$ cat src/rtl/alu_issue_ctrl.sv
// Issue/writeback sequencer for a 32-bit combinational ALU with an 8x32 register file.
// Each command runs IDLE -> EXEC -> WB; one command per three cycles.
module alu_issue_ctrl (
  input  logic        clk,
  input  logic        rst_n,
  input  logic        cmd_valid,
  output logic        cmd_ready,
  input  logic [2:0]  cmd_op,
  input  logic [2:0]  cmd_rd,
  input  logic [2:0]  cmd_rs1,
  input  logic [2:0]  cmd_rs2,
  input  logic [31:0] cmd_imm,
  output logic [31:0] alu_a,
  output logic [31:0] alu_b,
  output logic [2:0]  alu_op,
  input  logic [31:0] alu_r,
  input  logic        alu_z,
  output logic        done,
  output logic [31:0] res_data,
  output logic        res_z,
  output logic        err,
  input  logic [2:0]  dbg_addr,
  output logic [31:0] dbg_data
);

  localparam logic [2:0] OP_LDI = 3'b000;
  localparam logic [2:0] OP_ILL = 3'b111;

  typedef enum logic [1:0] {IDLE, EXEC, WB} state_t;

  state_t      state;
  logic [31:0] regs [8];
  logic [2:0]  rd_q;
  logic [2:0]  op_q;
  logic [31:0] imm_q;

  // Ready is gated by rst_n so nothing is offered while reset is held.
  assign cmd_ready = rst_n && (state == IDLE);
  assign dbg_data  = regs[dbg_addr];

  always_ff @(posedge clk) begin
    if (!rst_n) begin
      state    <= IDLE;
      alu_a    <= '0;
      alu_b    <= '0;
      alu_op   <= '0;
      done     <= 1'b0;
      res_data <= '0;
      res_z    <= 1'b0;
      err      <= 1'b0;
      rd_q     <= '0;
      op_q     <= '0;
      imm_q    <= '0;
      for (int i = 0; i < 8; i++) regs[i] <= '0;
    end else begin
      case (state)
        IDLE: begin
          done <= 1'b0;
          if (cmd_valid) begin
            alu_a  <= regs[cmd_rs1];
            alu_b  <= regs[cmd_rs2];
            alu_op <= cmd_op;
            rd_q   <= cmd_rd;
            op_q   <= cmd_op;
            imm_q  <= cmd_imm;
            state  <= EXEC;
          end
        end
        EXEC: begin
          // Illegal opcodes still retire (done pulses) but leave all results untouched.
          if (op_q == OP_ILL) begin
            err <= 1'b1;
          end else if (op_q == OP_LDI) begin
            regs[rd_q] <= imm_q;
            res_data   <= imm_q;
            res_z      <= (imm_q == 32'd0);
          end else begin
            regs[rd_q] <= alu_r;
            res_data   <= alu_r;
            res_z      <= alu_z;
          end
          done  <= 1'b1;
          state <= WB;
        end
        WB: begin
          done  <= 1'b0;
          state <= IDLE;
        end
        default: begin
          done  <= 1'b0;
          state <= IDLE;
        end
      endcase
    end
  end

endmodule

$ cat config.mk
export PLATFORM = sky130hd
export DESIGN_NAME = alu_issue_ctrl
export DESIGN_NICKNAME = d
export VERILOG_FILES = /design/src/rtl/alu_issue_ctrl.sv
export SDC_FILE = /design/constraint.sdc
export NUM_CORES = 1
export LEC_CHECK = 0
export CAP_MARGIN = 20
export CORE_UTILIZATION = 29
export CTS_CLUSTER_SIZE = 16
export DETAILED_ROUTE_END_ITERATION = 7
export MAX_ROUTING_LAYER = met4
export PLACE_DENSITY = 0.47
export SYNTH_ARGS = -nofsm -noshare
export SYNTH_HDL_FRONTEND = slang
export SYNTH_SLANG_ARGS = --single-unit
$ cat constraint.sdc
create_clock -name clk -period 5.4 [get_ports clk]
set_clock_uncertainty 0.15 [all_clocks]
set_input_delay 0.81 -clock clk [delete_from_list [all_inputs] [get_ports clk]]
set_output_delay 0.81 -clock clk [all_outputs]
set_load 0.1 [all_outputs]
==> impl_metrics.py <==
metrics = {
    "run_status": {
        "status": "complete, no violations",
    },
    "synth": {
        "yosys_warnings": 0,
        "synthesis.nets": 1575,
        "ys_seq_area_frac": 0.5083,
        "syn_area_sq_um": 20600,
        "async_reset_ff_frac": 0,
        "synth_enable_flop_cells": 256,
        "avgSynthCellArea_sq_um": 13.81,
        "synth-main-ff-cell": "edfxtp_1",
        "yosysUniqueCellTypes": 33,
        "synth_cells": 1492,
        "synth-seq-cells": 395,
    },
    "clock_tree": {
        "post-cts-setup-buffers": 0,
        "clock_path_buffers": 3,
        "numCtsBuffers": 48,
        "clk_pin_slew_ns": 0.05,
        "cts_tree": "yes",
        "cts.sinks": 395,
        "cts-hold-fix-buffers": 0,
        "cts-root-buf": "clkbuf_16",
        "htreeDepth": 2,
        "clk_latency_ns": 0.60,
        "cts_resized": 0,
    },
    "job": {
        "maxCapViolations": 0,
    },
    "finish": {
        "nets": 1762,
        "final_cell_mix": "edfxtp_1, nor2_2, mux4_2",
        "syn_to_final_growth_pct": 22.54,
        "final_common_cell": "edfxtp_1",
        "drive_above_1_share": 0.3805,
        "utilization": 0.3598,
        "n_fill_cell": 6856,
    },
    "worst_setup_path": {
        "crit_family": "buffers and inverters",
        "path_buf_inv": 2,
        "crit_slowest_cell": "clkdlybuf4s50_1",
        "critPathMaxStageDelay_ns": 0.98,
        "cp-start-kind": "primary input",
        "worstPathArrival_ns": 3.24,
        "crit_chain": "buf_4 > mux4_2 > mux2_2 > clkdlybuf4s50_1",
        "rrSetupSlack_ns": 2.49,
        "crit_required_ns": 4.44,
        "worstReg2RegStart": "state[0]$_SDFFE_PN0P_",
        "crit_type": "in2out",
        "critPathMaxFanout": 30,
        "r2r_cells": 6,
        "r2r-end": "regs[3][18]$_SDFFCE_PN0P_",
        "cp-end-kind": "primary output",
    },
    "power_and_ir_drop": {
        "p_per_area_nw_per_um2": 336.0,
        "p_leak_uw": 0.008476,
        "power_uw": 8482,
        "vdd_drop_max_mv": 0.2187,
    },
    "drt": {
        "via_per_inst": 5.151,
        "dr.pass1.iters": 5,
        "vias": 13710,
        "wire_per_inst_microns": 26.00,
        "routed_wl_microns": 69210,
        "drt-initial-drc-count": 1135,
        "drcViolationCount": 0,
        "final_antenna_net_count": 0,
    },
    "floorplanning": {
        "die_area_sq_um": 72090,
        "initial_utilization": 0.2936,
        "rows": 97,
        "chipHeight_microns": 268.5,
        "core-area_sq_um": 70150,
        "io_pins": 218,
        "die_w_microns": 268.5,
    },
    "sta": {
        "period_needed_ns": 4.196,
        "finalCritPeriodShare": 0.7770,
        "hold_viol_final": 0,
        "setup_tns_ns": 0,
        "worstMarginPinSlew_ns": 1.095,
        "slew_viol_final": 0,
        "slew_headroom": 0.2677,
        "rsz0062_at_grt": "no",
        "fmax_mhz": 238.3,
        "final-setup-viol-count": 0,
    },
    "placement": {
        "placement.io_buffers": 217,
        "dpl.hpwl_microns": 42440,
        "gp_congestion": 0.7786,
    },
    "global_route": {
        "grt_pass1_vias": 14260,
        "grt_start_max_net_pins": 78,
        "globalRouteTotalUtil": 0.1967,
        "antenna_found_initial": 3,
        "overflow": 0,
        "grt_pass1_wl_microns": 98870,
    },
    "min_path": {
        "hold_class": "reg2reg",
        "holdPathStages": 2,
        "worstHoldStart": "alu_b[7]$_SDFFE_PN0P_",
        "whs_endpoint": "alu_b[7]$_SDFFE_PN0P_",
    },
}
==> layout make-up <==
type / instances / area (sq um) / area share
diodes: 3 / 7.507 / 0.0002974
clock buffers: 67 / 1345 / 0.05329
clock inverters: 23 / 142.6 / 0.005651
inverters: 4 / 15.01 / 0.0005949
multi-input cells: 966 / 9579 / 0.3795
flip-flops and latches: 395 / 10470 / 0.4148
well taps: 940 / 1176 / 0.04660
repair buffers: 264 / 2505 / 0.09924
==> Yosys cell counts, types with 10 or more instances <==
master	instances	area (sq um)
a21boi_0	38	285.3
buf_2	43	215.2
a21oi_1	64	320.3
mux4_2	192	4324
nand2_1	191	716.9
o211a_1	32	320.3
buf_1	10	37.54
nor2_1	18	67.56
mux2i_4	30	675.7
dfxtp_1	139	2783
o22ai_1	64	400.4
clkbuf_1	71	266.5
nor2_2	240	1501
mux2i_1	34	340.3
edfxtp_1	256	7687
mux2_2	32	360.4
==> report_power, final <==
group	switching [uW]	total (uW)	internal (uW)
Combinational	1310	1890	576
Clock	1310	3090	1780
Sequential	127	3510	3380
Total	2740	8480	5740
==> state kept, by name, summed over array words and instances (netlist names) <==
signal    count
rd_q          3
imm_q        32
alu_b        32
err           1
regs        256
op_q          3
alu_a        32
res_data     32
res_z         1
done          1
state         2
==> worst reg2reg max path: stages (launching register included) <==
cell      delay [ns]
dfxtp_1         0.43
nand3b_4        0.14
nor3_1          0.61
nand3_2         0.12
buf_4           0.39
nand2_1         0.40
buf_12          0.31
==> logic make-up (layout without fill, tap and decap cells) <==
group / count (synthesis) / in the layout / synth area share
AND/OR/NAND/NOR: 477 / 477 / 0.1206
flip-flops: 395 / 395 / 0.5083
multiplexers: 288 / 288 / 0.2768
AO/OA/AOI/OAI: 201 / 201 / 0.06542
buffers and inverters: 131 / 358 / 0.02885
other: 0 / 3 / 0
==> worst max-delay path by stage <==
stage,start,endpoint,slack (ns),cells past startpoint
floorplan,dbg_addr[0],dbg_data[0],2.11,4
global placement,dbg_addr[0],dbg_data[6],1.19,4
detailed placement,dbg_addr[0],dbg_data[6],1.16,4
CTS,dbg_addr[0],dbg_data[4],1.16,4
global route,dbg_addr[0],dbg_data[4],1.08,4
finish,dbg_addr[0],dbg_data[4],1.20,4
==> metrics by stage <==
| step | hold slack [ns] | worst slack (ns) | std cells | instance area, sq um |
|---|---|---|---|---|
| 2_1_floorplan | 0.3028 | 2.111 | 1492 | 20600 |
| 6_report | 0.3017 | 1.204 | 2662 | 25240 |
| 5_1_grt | 0.3191 | 1.080 | 2662 | 25240 |
| 4_1_cts | 0.3041 | 1.156 | 2658 | 25210 |
| 3_5_place_dp | 0.2968 | 1.159 | 2568 | 23730 |
| 3_3_place_gp | 0.2982 | 1.186 | 2568 | 23730 |
==> metal layers <==
layer / global-route usage / up-vias / wire [microns]
li1: - / 6068 / -
met1: 0.2592 / 7063 / 30440
met2: 0.3078 / 493 / 32920
met3: 0.03900 / 89 / 4577
met4: 0.05375 / 0 / 1268
met5: - / - / 0
Power figures use the tool's default switching activity.
